## src/rtl/noc_channel_sender_if.sv

```systemverilog
// Local injection and NoC send-side handshake bundle for one channel.
// master: the sender endpoint; slave: the local engine plus the router input.
interface noc_channel_sender_if #(
    parameter int DATA_WIDTH = 32
);
    logic                  in_valid;
    logic                  in_ready;
    logic [DATA_WIDTH-1:0] in_flit;
    logic                  in_is_header;
    logic                  in_is_tail;
    logic                  send_valid;
    logic                  send_ready;
    logic [DATA_WIDTH-1:0] send_flit;
    logic                  send_VCready;
    logic                  send_is_header;
    logic                  send_is_tail;

    modport master (
        input  in_valid, in_flit, in_is_header, in_is_tail,
        output in_ready,
        output send_valid, send_flit, send_is_header, send_is_tail,
        input  send_ready, send_VCready
    );

    modport slave (
        output in_valid, in_flit, in_is_header, in_is_tail,
        input  in_ready,
        input  send_valid, send_flit, send_is_header, send_is_tail,
        output send_ready, send_VCready
    );
endinterface

```

## src/rtl/noc_channel_sender.sv

```systemverilog
// NoC channel injection endpoint: FWFT flit FIFO feeding a send port,
// header launch gated by downstream VC ready, orphan flits discarded.
module noc_channel_sender #(
    parameter int DATA_WIDTH = 32,
    parameter int FIFO_AW    = 2
) (
    input  logic                 noc_clk,
    input  logic                 rst_n,
    noc_channel_sender_if.master bus,
    output logic [15:0]          pkt_sent_cnt,
    output logic [7:0]           drop_cnt
);
    localparam int DEPTH = 1 << FIFO_AW;

    typedef struct packed {
        logic                  hdr;
        logic                  tail;
        logic [DATA_WIDTH-1:0] flit;
    } entry_t;

    typedef enum logic {
        IDLE,
        BODY
    } state_t;

    entry_t       mem [DEPTH];
    entry_t       head;
    logic [FIFO_AW:0] wr_ptr;
    logic [FIFO_AW:0] rd_ptr;
    logic         empty;
    logic         full;
    logic         push;
    logic         pop;
    logic         xfer;
    logic         drop;
    logic         send_valid;
    state_t       state;
    state_t       state_d;

    assign empty = (wr_ptr == rd_ptr);
    assign full  = (wr_ptr[FIFO_AW] != rd_ptr[FIFO_AW]) &&
                   (wr_ptr[FIFO_AW-1:0] == rd_ptr[FIFO_AW-1:0]);
    assign head  = mem[rd_ptr[FIFO_AW-1:0]];

    assign push  = bus.in_valid && !full;
    assign xfer  = send_valid && bus.send_ready;
    assign pop   = xfer || drop;

    assign bus.in_ready       = !full;
    assign bus.send_valid     = send_valid;
    // Head fields are forced to zero when empty so reset presents zeros.
    assign bus.send_flit      = empty ? '0 : head.flit;
    assign bus.send_is_header = !empty && head.hdr;
    assign bus.send_is_tail   = !empty && head.tail;

    always_ff @(posedge noc_clk) begin
        if (push) begin
            mem[wr_ptr[FIFO_AW-1:0]] <= '{
                hdr:  bus.in_is_header,
                tail: bus.in_is_tail,
                flit: bus.in_flit
            };
        end
    end

    always_ff @(posedge noc_clk or negedge rst_n) begin
        if (!rst_n) begin
            wr_ptr <= '0;
            rd_ptr <= '0;
        end else begin
            if (push) wr_ptr <= wr_ptr + 1'b1;
            if (pop)  rd_ptr <= rd_ptr + 1'b1;
        end
    end

    always_ff @(posedge noc_clk or negedge rst_n) begin
        if (!rst_n) state <= IDLE;
        else        state <= state_d;
    end

    // VC ready only matters for launching a header from IDLE.
    always_comb begin
        send_valid = 1'b0;
        drop       = 1'b0;
        state_d    = state;
        if (!empty) begin
            unique case (state)
                IDLE: begin
                    if (head.hdr) begin
                        send_valid = bus.send_VCready;
                        if (bus.send_VCready && bus.send_ready &&
                            !head.tail)
                            state_d = BODY;
                    end else begin
                        drop = 1'b1;
                    end
                end
                BODY: begin
                    send_valid = 1'b1;
                    if (bus.send_ready && head.tail)
                        state_d = IDLE;
                end
            endcase
        end
    end

    always_ff @(posedge noc_clk or negedge rst_n) begin
        if (!rst_n) begin
            pkt_sent_cnt <= '0;
            drop_cnt     <= '0;
        end else begin
            if (xfer && head.tail)
                pkt_sent_cnt <= pkt_sent_cnt + 16'd1;
            if (drop && drop_cnt != 8'hFF)
                drop_cnt <= drop_cnt + 8'd1;
        end
    end
endmodule

```

## src/flat_wrapper.sv

```systemverilog
// flat-port wrapper written by rule: the top's interface ports become plain ports
module noc_channel_sender_flat 
#(
    parameter int DATA_WIDTH = 32,
    parameter int FIFO_AW    = 2
)
  (noc_clk, rst_n, pkt_sent_cnt, drop_cnt, bus_in_valid, bus_in_flit, bus_in_is_header, bus_in_is_tail, bus_in_ready, bus_send_valid, bus_send_flit, bus_send_is_header, bus_send_is_tail, bus_send_ready, bus_send_VCready);
  noc_channel_sender_if #(.DATA_WIDTH(DATA_WIDTH)) bus_i ();
  input  logic noc_clk;
  input  logic rst_n;
  output logic [15:0] pkt_sent_cnt;
  output logic [7:0] drop_cnt;
  input wire logic [$bits(bus_i.in_valid)-1:0] bus_in_valid;
  input wire logic [$bits(bus_i.in_flit)-1:0] bus_in_flit;
  input wire logic [$bits(bus_i.in_is_header)-1:0] bus_in_is_header;
  input wire logic [$bits(bus_i.in_is_tail)-1:0] bus_in_is_tail;
  output wire logic [$bits(bus_i.in_ready)-1:0] bus_in_ready;
  output wire logic [$bits(bus_i.send_valid)-1:0] bus_send_valid;
  output wire logic [$bits(bus_i.send_flit)-1:0] bus_send_flit;
  output wire logic [$bits(bus_i.send_is_header)-1:0] bus_send_is_header;
  output wire logic [$bits(bus_i.send_is_tail)-1:0] bus_send_is_tail;
  input wire logic [$bits(bus_i.send_ready)-1:0] bus_send_ready;
  input wire logic [$bits(bus_i.send_VCready)-1:0] bus_send_VCready;
  assign bus_i.in_valid = bus_in_valid;
  assign bus_i.in_flit = bus_in_flit;
  assign bus_i.in_is_header = bus_in_is_header;
  assign bus_i.in_is_tail = bus_in_is_tail;
  assign bus_in_ready = bus_i.in_ready;
  assign bus_send_valid = bus_i.send_valid;
  assign bus_send_flit = bus_i.send_flit;
  assign bus_send_is_header = bus_i.send_is_header;
  assign bus_send_is_tail = bus_i.send_is_tail;
  assign bus_i.send_ready = bus_send_ready;
  assign bus_i.send_VCready = bus_send_VCready;
  noc_channel_sender #(.DATA_WIDTH(DATA_WIDTH), .FIFO_AW(FIFO_AW)) u_core (.noc_clk(noc_clk), .rst_n(rst_n), .bus(bus_i), .pkt_sent_cnt(pkt_sent_cnt), .drop_cnt(drop_cnt));
endmodule
```

## config.mk

```make
export PLATFORM = sky130hd
export DESIGN_NAME = noc_channel_sender_flat
export DESIGN_NICKNAME = d
export VERILOG_FILES = /design/src/rtl/noc_channel_sender_if.sv /design/src/rtl/noc_channel_sender.sv /design/src/flat_wrapper.sv
export SDC_FILE = /design/constraint.sdc
export NUM_CORES = 1
export LEC_CHECK = 0
export ABC_AREA = 1
export CAP_MARGIN = 0
export CORE_UTILIZATION = 49
export CTS_BUF_LIST = sky130_fd_sc_hd__clkbuf_16
export CTS_CLUSTER_DIAMETER = 200
export CTS_CLUSTER_SIZE = 25
export DETAILED_ROUTE_END_ITERATION = 16
export PLACE_DENSITY = 0.82
export SLEW_MARGIN = 20
export SYNTH_ARGS = -nofsm -noshare
export SYNTH_HDL_FRONTEND = slang
export SYNTH_SLANG_ARGS = --single-unit
```

## constraint.sdc

```tcl
create_clock -name noc_clk -period 5.2 [get_ports noc_clk]
set_input_delay 1.04 -clock noc_clk [delete_from_list [all_inputs] [get_ports noc_clk]]
set_output_delay 1.04 -clock noc_clk [all_outputs]
set_load 0.05 [all_outputs]
```

Word-level counts from Yosys, hierarchy flattened
Memory sizes are Yosys's and may differ from the RTL's.
Index checks and enable logic that the tools add are counted.
Word-level totals
  bits in registers: 31
  latch bits: 0
  RAM bits: 136
  ROM bits: 0
  memories kept: 1
Memory list
  u_core.mem: words 4, width 34, read ports 1, clocked after Yosys merged registers in 0, write ports 1, RTL line noc_channel_sender.sv:26  | entry_t mem [DEPTH];
Operators by class
  add/sub/neg operators: 4
  multiply operators: 0
  divide/modulo/power cells: 0
  order comparisons: 0
  equality and inequality tests: 4
  shift-type cells: 0
  mux-type cells: 13
  bitwise operators: 1
  reductions and logical operators: 14
Operator list (number)
  $mux W32: 1
  $add A16 B1 Y16 const B: 1
  $logic_and A1 B1 Y1: 10
  $mux W1: 10
  $add A8 B1 Y8 const B: 1
  $ne A8 B8 Y1 const B: 1
  $add A3 B1 Y3 const B: 2
  $pmux W1 S2: 2
  $eq A3 B3 Y1: 1
  $logic_not A1 Y1: 3
  $eq A2 B2 Y1: 1
  $logic_or A1 B1 Y1: 1
  $ne A1 B1 Y1: 1
  $not A1 Y1: 1

Depth between registers and ports, before layout
Gate-level depths: netlist (run 1).
  word-level depth: 6
  depth in mapped cells: 11
  gate-level depth less buffers: 9

Least setup slack after synthesis (run 1)
Ideal clock, no wire load.
  path type: register -> register
  start point: register u_core.rd_ptr[1]
  end point: memory u_core.mem[3][0] (netlist name) (enable)
  library setup time: 0.428 ns
  data arrival time: 2.918 ns
  setup slack: 1.854 ns
  stages on the path, launching flop included: 6
  path buffers: 1
  period minus slack after synthesis: 3.346 ns
  path through: dfrtp_1 buf_4 xnor2_1 nand3_1 nand2_1 nor2_1
On the way
  cells in the longest elaborated chain, start to end: 6
RTL lines
  from (decl): RTL line noc_channel_sender.sv:29  | logic [FIFO_AW:0] rd_ptr;
  from (signal assigned): RTL line noc_channel_sender.sv:72  | if (pop) rd_ptr <= rd_ptr + 1'b1;
  $eq A2 B2 Y1: RTL line noc_channel_sender.sv:42  | (wr_ptr[FIFO_AW-1:0] == rd_ptr[FIFO_AW-1:0]);
  $logic_and A1 B1 Y1: RTL line noc_channel_sender.sv:41  | assign full = (wr_ptr[FIFO_AW] != rd_ptr[FIFO_AW]) &&
  $logic_not A1 Y1
  via bus_in_ready: RTL line flat_wrapper.sv:17  | output wire logic [$bits(bus_i.in_ready)-1:0] bus_in_ready;
  $logic_and A1 B1 Y1: RTL line noc_channel_sender.sv:45  | assign push = bus.in_valid && !full;
  $mux W1: RTL line noc_channel_sender.sv:57  | if (push) begin
  $mux W1 (implied by the code): RTL line noc_channel_sender.sv:58  | mem[wr_ptr[FIFO_AW-1:0]] <= '{
  to (decl): RTL line noc_channel_sender.sv:26
The timed path passes the listed nets, and every way through them passes these cells.

Worst setup path after layout (run 1)
  start point: register u_core.rd_ptr[0]
  end point: output bus_send_valid
On the way
  cells in the longest elaborated chain, start to end: 4
  elaborated cells between the ends (all ways): 5
RTL lines
  $mem_v2 Z4 W34
  $mux W1: RTL line noc_channel_sender.sv:89  | if (head.hdr) begin
  $pmux W1 S2: RTL line noc_channel_sender.sv:87  | unique case (state)
  $mux W1 (*): RTL line noc_channel_sender.sv:86  | if (!empty) begin
  to (decl): RTL line flat_wrapper.sv:18  | output wire logic [$bits(bus_i.send_valid)-1:0] bus_send_valid;
Every way passes the cells marked *; elsewhere a longest branch is shown, timed or not.

==> results.rst, run 1 <==
.. list-table::
   :header-rows: 1

   * - Metric
     - Value
   * - Cell at the slowest stage of the critical path
     - sky130_fd_sc_hd__clkdlybuf4s50_1
   * - Post-route cell area
     - 8910 um2
   * - Clk_skew
     - 0.01056 ns
   * - RePlAce Congestion
     - 0.8612
   * - Area delta synth->final
     - 25.02%
   * - Pin count of the biggest net entering global routing
     - 70
   * - Die height
     - 122.6 um
   * - Total clock buffers created by CTS
     - 17
   * - Critical hold path startpoint
     - u_core.pkt_sent_cnt[13]
   * - WP data required
     - 4.16 ns
   * - Total routed wirelength
     - 14910 um
   * - Antenna violations before repair
     - 0
   * - Gr usage total
     - 21.29%
   * - Flip-flop cell with the highest count after synthesis
     - sky130_fd_sc_hd__edfxtp_1
   * - Routed WL per cell
     - 16.22 um
   * - Core outline area
     - 14040 um2
   * - Proportion of synthesized flip-flops having asynchronous set or reset
     - 18.56%
   * - Detailed-router iteration count before antenna repair
     - 5
   * - Most used cells in the layout excluding fill and tap cells
     - sky130_fd_sc_hd__edfxtp_1, sky130_fd_sc_hd__nand2_1, sky130_fd_sc_hd__clkdlybuf4s50_1, sky130_fd_sc_hd__nor2_1, sky130_fd_sc_hd__o21ai_0
   * - Clock transition at the registers of the reported paths
     - 0.06 ns
   * - Most common cell after layout, fill and taps aside
     - sky130_fd_sc_hd__edfxtp_1
   * - Setup TNS
     - 0 ns
   * - Kind of path behind the tightest hold check
     - reg -> reg
   * - Post-detailed-placement cell area
     - 8242 um2
   * - Diode count
     - 0
   * - Clock root cell
     - sky130_fd_sc_hd__clkbuf_16
   * - Fraction of final layout cells with drive strength greater than 1
     - 8.119%
   * - Number of hold buffers added after cts
     - 0
   * - Slew Limit Headroom
     - 40.36%
   * - Post-route fraction of the period consumed by the critical path
     - 81.34%
   * - Yosys cell types
     - 26
   * - Max frequency
     - 236.4 MHz
   * - Number of H-tree levels
     - 4
   * - Total Nets Final
     - 772
   * - Mapped cell area
     - 7127 um2
   * - Fin Hold WS
     - 0.5156 ns
   * - Critical Path Sink
     - bus_send_valid
   * - Full die area
     - 15030 um2
   * - Worst stage delay on the critical path
     - 0.79 ns
   * - Number of buffers inserted by port buffering
     - 98
   * - Final hold violation count
     - 0
   * - GR Overflow Total
     - 0
   * - Row cnt
     - 43
   * - Mean Syn Cell Area
     - 11.29 um2
   * - ANT nets after route
     - 0
   * - Unrepaired setup endpoints after global routing
     - false
   * - Warnings from Yosys
     - 0
   * - Top Ports
     - 99
   * - Cell-by-cell trace of the critical path
     - inv_4, nand2_1, nand3_2, nand3_1, nand2_1, nand2_1, inv_1, clkdlybuf4s50_1
   * - Buffer count from post-CTS setup fixing
     - 0
   * - Count of cells resized by post-cts repair
     - 0
   * - Vias in the first global route
     - 4953
   * - Actual transition at the worst max-transition pin
     - 0.8936 ns
   * - Sinks on Clock Net
     - 167
   * - Final number of max-transition violations
     - 0
   * - Synthesized netlist net count
     - 677
   * - Flip-flop and latch count after synthesis
     - 167
   * - Buffer depth of the longest clock path
     - 2
   * - Cells after Synth
     - 631
   * - Portion of the post-synthesis area used by sequential elements
     - 68.19%
   * - Critical path data arrival time
     - 3.19 ns
   * - Dpl hpwl
     - 8881 um
   * - Number of endpoints failing setup at the final stage
     - 0
   * - Number of flops mapped to enable cells by yosys
     - 136
   * - Crit path capture type
     - output port
   * - Setup Crit Path Kind
     - reg -> out
   * - Clock Latency Late Sink
     - 0.43 ns
   * - CP max FO
     - 69
   * - Status
     - complete, no violations
   * - First-pass GRT wire length
     - 24070 um
   * - Maximum Capacitance Violations
     - 0
   * - Worst R2R Setup Slack
     - 2.55 ns
   * - Crit Reg-Reg Endpoint
     - u_core.pkt_sent_cnt[11]
   * - Starting DRC count in detailed routing
     - 395
   * - Die width
     - 122.6 um
   * - Initial Util
     - 50.75%
   * - Worst setup SP type
     - register
   * - Min Clock Period, post-route
     - 4.230 ns
   * - Most frequent cell on the critical path
     - sky130_fd_sc_hd__nand2_1
   * - Critical path launch point
     - u_core.rd_ptr[0]
   * - R2R depth
     - 6
   * - Reg-to-Reg Start
     - u_core.rd_ptr[0]
   * - Count of vias placed by the detailed router
     - 4924
   * - CTS tree
     - built
   * - DR vias/cell
     - 5.358
   * - Detailed-route DRC error count
     - 0
[kinds of logic after synthesis]
family / count (synthesis) / share of synthesized area, %
AO/OA/AOI/OAI: 104 / 8.041
buffers and inverters: 83 / 5.021
XOR/XNOR: 27 / 3.318
flip-flops: 167 / 68.19
adder cells (fa/ha/maj): 7 / 1.229
AND/OR/NAND/NOR: 243 / 14.20
[final cells by class]
cell class,instances,area (um2)
Inverter,54,205.2
Fill cell,1031,5132
Multi-Input combinational cell,381,1939
Sequential cell,167,4861
Clock inverter,15,167.7
Clock buffer,17,425.4
Timing Repair Buffer,105,1086
Tap cell,180,225.2
[cells in the mapped netlist (2+ instances only)]
master                     count  area, um2
sky130_fd_sc_hd__o22ai_1      33      206.5
sky130_fd_sc_hd__edfxtp_1    136       4084
sky130_fd_sc_hd__nand3_1      22      110.1
sky130_fd_sc_hd__ha_1          7      87.58
sky130_fd_sc_hd__buf_2         8      40.04
sky130_fd_sc_hd__o21ai_0      67      335.3
sky130_fd_sc_hd__inv_2         2      7.510
sky130_fd_sc_hd__xnor2_1      13      113.9
sky130_fd_sc_hd__dfrtp_1      31      775.7
sky130_fd_sc_hd__inv_1        51      191.4
sky130_fd_sc_hd__o21ai_2       3      26.28
sky130_fd_sc_hd__clkbuf_1     16      60.06
sky130_fd_sc_hd__nand2_1     125      469.2
sky130_fd_sc_hd__xor2_1       14      122.6
sky130_fd_sc_hd__nor2_4        2      22.52
sky130_fd_sc_hd__nand2_2       3      18.77
sky130_fd_sc_hd__buf_6         4      45.04
sky130_fd_sc_hd__nor2_1       83      311.6
sky130_fd_sc_hd__nand3_2       4      40.04
[stage by stage]
stage          cells  setup WS (ns)  utilization, %
2_1_floorplan    631          1.854               -
3_3_place_gp     884          1.392           58.69
3_5_place_dp     884          1.405           58.69
4_1_cts          916         0.9287           62.92
5_1_grt          919         0.7363           63.45
6_report         919         0.9702           63.45
[worst min-delay path by stage]
stage	to	cells past startpoint
6_report	u_core.pkt_sent_cnt[13]	2
5_1_grt	u_core.pkt_sent_cnt[13]	2
4_1_cts	u_core.pkt_sent_cnt[13]	2
3_5_place_dp	u_core.pkt_sent_cnt[13]	2
3_3_place_gp	u_core.pkt_sent_cnt[13]	2
2_1_floorplan	u_core.wr_ptr[2]	1
[state kept, by name, summed over array words and instances (netlist names)]
| signal | cells |
|---|---|
| u_core.wr_ptr | 3 |
| u_core.pkt_sent_cnt | 16 |
| u_core.rd_ptr | 3 |
| u_core.mem | 136 |
| u_core.drop_cnt | 8 |
| u_core.state | 1 |
[critical path, delay by kind of cell (launching register included)]
family / cells / cell delay, ns
buf+inv: 3 / 1.46
flops: 1 / 0.60
simple gates: 5 / 0.65
[layer usage]
metal  global-route usage (%)  routed length (um)  vias to the layer above
met5                        0                   0                        -
met2                    34.41                7536                      161
met3                    6.180                 868                       18
met1                    27.24                6341                     2406
li1                         -                   -                     2339
met4                    7.851                 161                        0
Power of run 1 is left out: the tool's default activity adds up to more than one toggle a clock period on the data nets, which glitch-free logic cannot reach.
==> run 2: changes to the inputs <==
==> constraint.sdc (replaced) <==
create_clock -name noc_clk -period 4 [get_ports noc_clk]
set_input_delay 0.8 -clock noc_clk [delete_from_list [all_inputs] [get_ports noc_clk]]
set_output_delay 0.8 -clock noc_clk [all_outputs]
set_load 0.05 [all_outputs]
==> results.rst, run 2 (synthesized netlist as in run 1, its figures left out) <==
.. list-table::
   :header-rows: 1

   * - Metric
     - Value
   * - Max reg flops
     - 136 (unchanged)
   * - R2R depth
     - 6 (unchanged)
   * - Number of endpoints failing setup at the final stage
     - 0 (unchanged)
   * - Max frequency
     - 281.5 MHz
   * - Critical Path Sink
     - bus_send_flit[21]
   * - Actual transition at the worst max-transition pin
     - 0.9690 ns (+0.07542 ns)
   * - Setup TNS
     - 0 ns (unchanged)
   * - Die height
     - 122.6 um (unchanged)
   * - Fraction of final layout cells with drive strength greater than 1
     - 12.58% (+4.5 points)
   * - Total routed wirelength
     - 15140 um (+1.6%)
   * - Unrepaired setup endpoints after global routing
     - false
   * - Diode count
     - 0 (unchanged)
   * - Number of hold buffers added after cts
     - 0 (unchanged)
   * - CTS tree
     - built
   * - Pin count of the biggest net entering global routing
     - 70 (unchanged)
   * - Top Ports
     - 99 (unchanged)
   * - First-pass GRT wire length
     - 24290 um (+0.92%)
   * - CP max FO
     - 40 (-42%)
   * - Maximum Capacitance Violations
     - 0 (unchanged)
   * - Clock root cell
     - sky130_fd_sc_hd__clkbuf_16
   * - GR Overflow Total
     - 0 (unchanged)
   * - Filler cell count
     - 1028 (-0.29%)
   * - Clock Latency Late Sink
     - 0.42 ns (about the same)
   * - Clk_skew
     - 0.008733 ns (-0.001832 ns)
   * - Status
     - complete, no violations
   * - Crit path capture type
     - output port
   * - Core outline area
     - 14040 um2 (unchanged)
   * - Clock transition at the registers of the reported paths
     - 0.06 ns (about the same)
   * - Most used cells in the layout excluding fill and tap cells
     - sky130_fd_sc_hd__edfxtp_1, sky130_fd_sc_hd__nand2_1, sky130_fd_sc_hd__nor2_1, sky130_fd_sc_hd__o21ai_0, sky130_fd_sc_hd__clkdlybuf4s50_1
   * - Min Clock Period, post-route
     - 3.552 ns
   * - WP data required
     - 3.20 ns (-0.96 ns)
   * - Number of buffers inserted by port buffering
     - 98 (unchanged)
   * - Detailed-router iteration count before antenna repair
     - 5 (unchanged)
   * - RePlAce Congestion
     - 0.8585 (-0.31%)
   * - Critical path launch point
     - u_core.rd_ptr[1]
   * - Detailed route wirelength on metal2
     - 7522 um (-0.19%)
   * - Worst setup SP type
     - register
   * - Wire length on met3
     - 1158 um (+33%)
   * - Reg-to-Reg Start
     - u_core.rd_ptr[1]
   * - Total Nets Final
     - 772 (unchanged)
   * - Final number of max-transition violations
     - 0 (unchanged)
   * - DRT met1 WL
     - 6159 um (-2.9%)
   * - Total instance count after detailed placement
     - 887 (+0.34%)
   * - DR vias/cell
     - 5.514 (+2.9%)
   * - Area delta synth->final
     - 22.45%
   * - ANT nets after route
     - 0 (unchanged)
   * - Die width
     - 122.6 um (unchanged)
   * - Post-route fraction of the period consumed by the critical path
     - 88.81%
   * - Dpl hpwl
     - 9030 um (+1.7%)
   * - Worst R2R Setup Slack
     - 1.26 ns (-1.29 ns)
   * - Vias in the first global route
     - 5014 (+1.2%)
   * - Buffer depth of the longest clock path
     - 2 (unchanged)
   * - Initial Util
     - 50.75% (unchanged)
   * - Setup Crit Path Kind
     - reg -> out
   * - Full die area
     - 15030 um2 (unchanged)
   * - Most common cell after layout, fill and taps aside
     - sky130_fd_sc_hd__edfxtp_1
   * - Buffer count from post-CTS setup fixing
     - 0 (unchanged)
   * - Detailed-route DRC error count
     - 0 (unchanged)
   * - Slew Limit Headroom
     - 35.33% (-5.0 points)
   * - Starting DRC count in detailed routing
     - 481 (+22%)
   * - Routed WL per cell
     - 16.47 um (+1.6%)
   * - Antenna violations before repair
     - 0 (unchanged)
   * - Max Used Layer
     - met4
   * - Crit Reg-Reg Endpoint
     - u_core.pkt_sent_cnt[15]
   * - Row cnt
     - 43 (unchanged)
   * - Critical path data arrival time
     - 2.75 ns (-0.44 ns)
   * - Total clock buffers created by CTS
     - 17 (unchanged)
   * - Number of H-tree levels
     - 4 (unchanged)
   * - Final hold violation count
     - 0 (unchanged)
   * - Count of cells resized by post-cts repair
     - 0 (unchanged)
   * - Gr usage total
     - 21.66% (+0.37 points)
   * - Count of vias placed by the detailed router
     - 5067 (+2.9%)
   * - Final Non-Filler Cells
     - 919 (unchanged)
   * - Sinks on Clock Net
     - 167 (unchanged)
   * - Kind of path behind the tightest hold check
     - reg -> reg
-- run 2: cell types whose count changed in the layout (fill, tap and decap cells not counted), moves of 2 or more --
cell	before	now
sky130_fd_sc_hd__inv_8	3	1
sky130_fd_sc_hd__buf_16	2	0
sky130_fd_sc_hd__inv_6	2	4
sky130_fd_sc_hd__clkdlybuf4s50_1	98	63
sky130_fd_sc_hd__clkinv_2	2	4
sky130_fd_sc_hd__clkinv_4	4	2
sky130_fd_sc_hd__buf_4	4	42
-- run 2: through the flow --
step | setup slack (ns) | utilization, % | cell area [um2] | hold slack (ns)
finish | 0.4477 | 62.15 | 8727 | 0.5193
global route | 0.1647 | 62.15 | 8727 | 0.5452
CTS | 0.3865 | 62.15 | 8727 | 0.5286
detailed placement | 0.8374 | 58.23 | 8177 | 0.5129
global placement | 0.9019 | 58.23 | 8177 | 0.4884
floorplan | 0.6542 | - | 7127 | 0.4977
-- run 2: area by class of cell --
type,instances,area (um2),share of cell area (%)
repair buffers,105,945.9,10.84
inverters,54,205.2,2.351
well taps,180,225.2,2.581
clock inverters,15,125.1,1.434
clock buffers,17,425.4,4.875
flip-flops and latches,167,4861,55.70
multi-input cells,381,1939,22.22
-- run 2: worst min-delay path by stage --
stage               depth (start not counted)                     from                      end
finish                                      2  u_core.pkt_sent_cnt[13]  u_core.pkt_sent_cnt[13]
global route                                2  u_core.pkt_sent_cnt[13]  u_core.pkt_sent_cnt[13]
CTS                                         2  u_core.pkt_sent_cnt[13]  u_core.pkt_sent_cnt[13]
detailed placement                          2  u_core.pkt_sent_cnt[13]  u_core.pkt_sent_cnt[13]
global placement                            2  u_core.pkt_sent_cnt[13]  u_core.pkt_sent_cnt[13]
floorplan                                   0                    rst_n       u_core.drop_cnt[0]
-- run 2: layer usage --
| metal | track usage (%) | up-vias |
|---|---|---|
| li1 | - | 2339 |
| met3 | 6.738 | 25 |
| met1 | 26.86 | 2464 |
| met4 | 9.832 | 0 |
| met2 | 34.76 | 239 |
| met5 | 0 | - |
-- run 2: worst max-delay path: stages (launching register included) --
cell and delay [ns]:
sky130_fd_sc_hd__dfrtp_1 0.71, sky130_fd_sc_hd__xnor2_1 0.22, sky130_fd_sc_hd__nand3_2 0.77, sky130_fd_sc_hd__nand2_1 0.36, sky130_fd_sc_hd__inv_1 0.07, sky130_fd_sc_hd__buf_4 0.19
Power of run 2 is left out for the same reason.
